### config.mk
export PLATFORM = sky130hd
export DESIGN_NAME = muldiv_unit
export DESIGN_NICKNAME = d
export VERILOG_FILES = /design/src/rtl/muldiv_unit.sv
export SDC_FILE = /design/constraint.sdc
export NUM_CORES = 2
export LEC_CHECK = 0
export BUFFER_PORTS_ARGS = -buffer_cell sky130_fd_sc_hd__buf_4
export CORE_MARGIN = 2
export CORE_UTILIZATION = 40
export DETAILED_ROUTE_END_ITERATION = 10
export PLACE_DENSITY = 0.66
export SLEW_MARGIN = 20
export SYNTH_ARGS = -nofsm -noshare
export SYNTH_HDL_FRONTEND = slang
export SYNTH_SLANG_ARGS = --single-unit
### constraint.sdc
create_clock -name clk -period 5.6 [get_ports clk]
set_clock_uncertainty 0.1 [all_clocks]
set_input_delay 0.28 -clock clk [delete_from_list [all_inputs] [get_ports clk]]
set_output_delay 0.28 -clock clk [all_outputs]
set_load 0.01 [all_outputs]
### src/rtl/muldiv_unit.sv
// muldiv_unit - RV32M/RV64M multiply/divide execution unit beside the EX-stage ALU.
// MUL* run in one cycle (FAST_MUL=1) or as a shift-add over XLEN cycles (FAST_MUL=0).
// DIV*/REM* run as an XLEN-step restoring divide on operand magnitudes, followed by a sign fix.
// Divide by zero and signed overflow are resolved at accept and go straight to DONE.
//
// Ports:
//   clk, reset         clock (rising edge), asynchronous active-high reset
//   start_valid/ready  request handshake; ready only in IDLE
//   funct3, rs1, rs2   operation code and operands, captured at accept
//   kill               synchronous abort back to IDLE
//   res_valid/ready    result handshake; valid only in DONE
//   result             registered result, written on DONE entry only
//   busy               unit is not IDLE
//
// state | meaning
// IDLE  | waiting for a request
// MUL   | iterative shift-add multiply, one multiplier bit per cycle
// DIV   | restoring divide, one quotient bit per cycle
// DONE  | result held until the consumer takes it
module muldiv_unit #(
    parameter int XLEN     = 32,
    parameter bit FAST_MUL = 1'b1
) (
    input  logic            clk,
    input  logic            reset,
    input  logic            start_valid,
    output logic            start_ready,
    input  logic [2:0]      funct3,
    input  logic [XLEN-1:0] rs1,
    input  logic [XLEN-1:0] rs2,
    input  logic            kill,
    output logic            res_valid,
    input  logic            res_ready,
    output logic [XLEN-1:0] result,
    output logic            busy
);
    localparam int CW = $clog2(XLEN) + 1;

    typedef enum logic [1:0] {S_IDLE, S_MUL, S_DIV, S_DONE} state_t;

    state_t              state_q, state_d;
    logic [CW-1:0]       cnt_q, cnt_d;
    logic [2:0]          op_q, op_d;
    logic                neg_q, neg_d;
    logic [2*XLEN-1:0]   a_q, a_d;      // multiplicand (shifts left) or divisor in low half
    logic [XLEN-1:0]     b_q, b_d;      // multiplier (shifts right)
    logic [2*XLEN-1:0]   acc_q, acc_d;  // product, or {remainder, dividend/quotient}
    logic [XLEN-1:0]     result_q, result_d;

    logic                a_signed, b_signed, sa, sb;
    logic [XLEN-1:0]     ma, mb;
    logic [2*XLEN-1:0]   fast_prod, mul_acc_nx, div_acc_nx;
    logic [XLEN:0]       rem_sh, rem_trial;
    logic                div_zero, div_ovf;

    // Apply the sign to the magnitude product, then choose the half the op asks for.
    function automatic logic [XLEN-1:0] mul_pick(input logic [2*XLEN-1:0] p,
                                                 input logic neg, input logic [2:0] op);
        logic [2*XLEN-1:0] s;
        s = neg ? -p : p;
        return (op[1:0] == 2'b00) ? s[XLEN-1:0] : s[2*XLEN-1:XLEN];
    endfunction

    function automatic logic [XLEN-1:0] div_pick(input logic [2*XLEN-1:0] acc,
                                                 input logic neg, input logic [2:0] op);
        logic [XLEN-1:0] v;
        v = op[1] ? acc[2*XLEN-1:XLEN] : acc[XLEN-1:0];
        return neg ? -v : v;
    endfunction

    always_comb begin
        // MULH, MULHSU, DIV, REM treat rs1 as signed; MULH, DIV, REM treat rs2 as signed.
        a_signed  = (funct3 == 3'b001) || (funct3 == 3'b010) || (funct3 == 3'b100) || (funct3 == 3'b110);
        b_signed  = (funct3 == 3'b001) || (funct3[2] && !funct3[0]);
        sa        = a_signed && rs1[XLEN-1];
        sb        = b_signed && rs2[XLEN-1];
        ma        = sa ? -rs1 : rs1;
        mb        = sb ? -rs2 : rs2;
        fast_prod = {{XLEN{1'b0}}, ma} * {{XLEN{1'b0}}, mb};
        div_zero  = (rs2 == '0);
        div_ovf   = !funct3[0] && funct3[2] && (rs1 == {1'b1, {(XLEN-1){1'b0}}}) && (rs2 == '1);

        mul_acc_nx = acc_q + (b_q[0] ? a_q : '0);

        // Remainder is always below the divisor, so the shifted value fits XLEN+1 bits
        // and bit XLEN of the trial difference is a reliable borrow.
        rem_sh    = {acc_q[2*XLEN-1:XLEN], acc_q[XLEN-1]};
        rem_trial = rem_sh - {1'b0, a_q[XLEN-1:0]};
        if (!rem_trial[XLEN])
            div_acc_nx = {rem_trial[XLEN-1:0], acc_q[XLEN-2:0], 1'b1};
        else
            div_acc_nx = {rem_sh[XLEN-1:0], acc_q[XLEN-2:0], 1'b0};

        state_d  = state_q;
        cnt_d    = cnt_q;
        op_d     = op_q;
        neg_d    = neg_q;
        a_d      = a_q;
        b_d      = b_q;
        acc_d    = acc_q;
        result_d = result_q;

        case (state_q)
            S_IDLE: begin
                if (start_valid && !kill) begin
                    op_d  = funct3;
                    cnt_d = '0;
                    // REM takes the dividend's sign; everything else the sign product.
                    neg_d = (funct3 == 3'b110) ? sa : (sa ^ sb);
                    if (!funct3[2]) begin
                        a_d   = {{XLEN{1'b0}}, ma};
                        b_d   = mb;
                        acc_d = '0;
                        if (FAST_MUL) begin
                            result_d = mul_pick(fast_prod, (funct3 == 3'b110) ? sa : (sa ^ sb), funct3);
                            state_d  = S_DONE;
                        end else begin
                            state_d = S_MUL;
                        end
                    end else if (div_zero) begin
                        result_d = funct3[1] ? rs1 : '1;
                        state_d  = S_DONE;
                    end else if (div_ovf) begin
                        result_d = funct3[1] ? '0 : rs1;
                        state_d  = S_DONE;
                    end else begin
                        a_d     = {{XLEN{1'b0}}, mb};
                        acc_d   = {{XLEN{1'b0}}, ma};
                        state_d = S_DIV;
                    end
                end
            end
            S_MUL: begin
                acc_d = mul_acc_nx;
                a_d   = a_q << 1;
                b_d   = b_q >> 1;
                cnt_d = cnt_q + 1'b1;
                if (cnt_q == CW'(XLEN-1)) begin
                    result_d = mul_pick(mul_acc_nx, neg_q, op_q);
                    state_d  = S_DONE;
                end
            end
            S_DIV: begin
                acc_d = div_acc_nx;
                cnt_d = cnt_q + 1'b1;
                if (cnt_q == CW'(XLEN-1)) begin
                    result_d = div_pick(div_acc_nx, neg_q, op_q);
                    state_d  = S_DONE;
                end
            end
            S_DONE: begin
                if (res_ready)
                    state_d = S_IDLE;
            end
            default: state_d = S_IDLE;
        endcase

        // Flush wins over everything, including a result that would land this edge.
        if (kill) begin
            state_d  = S_IDLE;
            cnt_d    = '0;
            result_d = result_q;
        end
    end

    always_ff @(posedge clk or posedge reset) begin
        if (reset) begin
            state_q  <= S_IDLE;
            cnt_q    <= '0;
            op_q     <= '0;
            neg_q    <= 1'b0;
            a_q      <= '0;
            b_q      <= '0;
            acc_q    <= '0;
            result_q <= '0;
        end else begin
            state_q  <= state_d;
            cnt_q    <= cnt_d;
            op_q     <= op_d;
            neg_q    <= neg_d;
            a_q      <= a_d;
            b_q      <= b_d;
            acc_q    <= acc_d;
            result_q <= result_d;
        end
    end

    assign start_ready = (state_q == S_IDLE) && !reset;
    assign res_valid   = (state_q == S_DONE);
    assign busy        = (state_q != S_IDLE);
    assign result      = result_q;

endmodule

==> impl_metrics.py <==
metrics = {
    "job": {
        "max-cap-violations": 0,
    },
    "sta": {
        "whs_ns": 0.05825,
        "worst_pin_slew_ns": 1.170,
        "worst_slack_ns": -4.687,
        "fin_crit_ns": 10.29,
        "drv_slew": 0,
        "finalCritPeriodShare_pct": 183.7,
        "hold_viol": 0,
        "setup_viol": 32,
        "rsz0062_at_grt": "true",
        "slew_headroom_pct": 21.69,
        "fmaxAchievable_mhz": 97.21,
    },
    "cells_and_area": {
        "fillers": 13960,
        "area.sequential_um2": 5082,
        "final_common_cell": "buf_4",
        "layout_common_cells": "buf_4, nand2_1, inv_1",
        "final_nets": 10430,
        "drive_gt1_share_pct": 27.75,
        "syn_to_final_growth_pct": 35.19,
        "multi_input_area_um2": 51180,
    },
    "clocking": {
        "cts.htree.levels": 1,
        "cts_tree": "done",
        "clock_path_buffers": 3,
        "root_buffer": "clkbuf_16",
        "cts_made_buffers": 28,
        "cts.clk_slew.worst_paths_ns": 0.06,
        "clock-sinks": 203,
        "clock_latency_ns": 0.64,
    },
    "logic_synthesis": {
        "ys_async_sr_fraction_pct": 100.0,
        "syn-cell-area_um2": 58900,
        "ys_warn_count": 0,
        "synth_flop_cell": "dfrtp_1",
        "syn-instance-count": 7552,
        "synth-edff-count": 0,
        "synth.top_cell.area_share_pct": 30.52,
        "syn_nets": 8892,
        "avgSynthCellArea_um2": 7.799,
        "synthTopCellsByArea": "fa_1, dfrtp_1, ha_1",
        "synth-seq-cells": 203,
        "ys_seq_area_share_pct": 8.625,
        "yosys.area.top_type": "fa_1",
        "synth.distinct_cells": 117,
    },
    "setup_path": {
        "cp_data_arrival_time_ns": 10.74,
        "critPathLaunchType": "primary input",
        "reg2reg_depth": 21,
        "path_buf_inv": 15,
        "crit_slowest_cell": "fa_2",
        "crit_cells": 45,
        "rrSetupSlack_ns": -0.71,
        "critPathKind": "in -> reg",
        "crit_path_max_fanout": 6,
        "max_stage_delay_ns": 0.59,
        "cpLargestDelayFamily": "adder cells",
        "worstPathRequired_ns": 6.05,
        "crit_path_end_kind": "flip-flop",
    },
    "hold_path": {
        "holdCritPathClass": "in -> reg",
        "hold_depth": 4,
    },
    "placement": {
        "port_buffers": 106,
        "place_congestion": 1.093,
        "dpl.hpwl_mm": 282.2,
    },
    "global_routing": {
        "grt_pass1_wl_mm": 465.5,
        "grt_pass1_vias": 65530,
        "grt_max_degree": 92,
        "gr-total-overflow": 0,
        "antenna_found_initial": 12,
        "track_usage_pct": 42.88,
    },
    "drt": {
        "ant_nets": 0,
        "drt_iter0_markers": 6391,
        "drc_errors": 0,
        "post_drt_wl_per_cell_um": 29.66,
        "vias": 64480,
        "via_per_inst": 5.845,
        "drt_wl_total_mm": 327.2,
        "firstDrtPassIters": 6,
    },
    "floorplanning": {
        "design.core.area_um2": 145900,
        "placement_rows": 140,
        "dieArea_um2": 150300,
        "ios": 107,
        "initial_core_util_pct": 40.37,
        "die_w_um": 387.7,
        "die_height_um": 387.7,
    },
    "outcome": {
        "status": "complete, but fails checks",
        "violations": "negative setup slack",
    },
}
-- layer usage --
layer	vias to the layer above	global-route usage, %	wire length [um]
met5	-	0	80
met4	12	30.45	29490
met3	977	8.428	28200
met2	3316	69.00	148000
met1	32150	51.45	121500
li1	28020	-	-
-- stage by stage --
step                setup TNS, ns  util [%]  instances  worst slack [ns]  instance area, um2
finish                    -141.31     54.57      11030            -4.687               79630
detailed placement        -183.18     52.12      10900            -6.003               76050
CTS                       -142.51     53.89      11010            -4.720               78630
global route              -149.16     54.57      11030            -4.947               79620
floorplan                 -143.55         -       7552            -4.756               59350
global placement          -180.82     52.12      10900            -5.878               76050
-- repair_timing --
action                                  in CTS  in global routing
endpoints found under the hold margin       65                  0
hold buffers                                 2                  0
setup buffers                               51                 25
pin swaps                                  124                103
gates resized for setup                    266                162
endpoints found under the setup margin      32                 32
-- layout make-up --
| type | count | share of cell area [%] |
|---|---|---|
| clock inverters | 13 | 0.2294 |
| diodes | 3 | 0.009428 |
| flip-flops and latches | 203 | 6.383 |
| multi-input cells | 5913 | 64.27 |
| repair buffers | 1968 | 20.46 |
| clock buffers | 37 | 1.023 |
| well taps | 1917 | 3.012 |
| inverters | 978 | 4.615 |
-- worst register-to-register path: stages, from the launching register on --
cell	delay, ns
dfrtp_1	0.44
ha_1	0.20
inv_1	0.05
fa_1	0.43
a211oi_1	0.38
o211ai_1	0.22
a221oi_2	0.33
buf_4	0.18
nor4_4	0.05
or3_1	0.45
buf_4	0.24
a21oi_2	0.37
a211oi_1	0.20
or4_1	0.64
nand4b_1	0.30
buf_4	0.18
nand2_1	0.07
xor2_1	0.11
buf_4	0.19
a221oi_1	0.78
buf_4	0.23
nor3_1	0.04
-- cells by family (layout without fill, tap and decap cells) --
kind of cell / count (synthesis) / count (layout) / share of synthesized area (%)
and+or+nand+nor: 2697 / 2697 / 20.33
xor gates and xnor gates: 306 / 306 / 4.550
other: 0 / 3 / 0
muxes: 80 / 80 / 1.413
adders and majority gates: 1285 / 1285 / 38.67
AOI/OAI and AO/OA: 1545 / 1545 / 17.13
DFF: 203 / 203 / 8.625
buffers and inverters: 1436 / 2996 / 9.279
-- cells in the mapped netlist (19+ instances only) --
master and n:
ha_1 370, o31ai_1 47, o21ai_0 350, a22o_1 46, o21a_1 32, nand2_1 989, nor4_1 45, nor3_1 129
clkbuf_1 396, o211ai_1 53, or2_2 19, fa_1 898, inv_1 976, o21ai_1 31, and3_1 33, and2_1 118
mux2_2 23, xnor2_1 182, dfrtp_1 203, nor2b_1 19, o21bai_1 28, nand4_1 92, nor2_1 978, a21o_1 71
buf_2 31, or3_1 50, buf_1 23, a21oi_1 401, a221oi_1 53, or4_1 19, a21boi_0 19, nand3_1 101
nand2b_1 29, mux2i_1 55, a31oi_1 40, a22oi_1 62, xor2_1 124, a211oi_1 117
-- state kept, by name, indices dropped and copies added, names as in the netlist --
name / count
acc_q: 64
cnt_q: 6
b_q: 32
state_q: 2
neg_q: 1
op_q: 2
result: 32
a_q: 64
-- worst paths after layout --
path	startpoint	to
setup / recovery	rs1[12]	result[23]
hold / removal	start_valid	cnt_q[1]
setup reg to reg	a_q[0]	result[21]
hold reg to reg	a_q[63]	a_q[63]
max in group asynchronous	reset	a_q[45]
min in group asynchronous	reset	result[1]
Power is left out: the tool's default activity adds up to more than one toggle a clock period on the data nets, which glitch-free logic cannot reach.
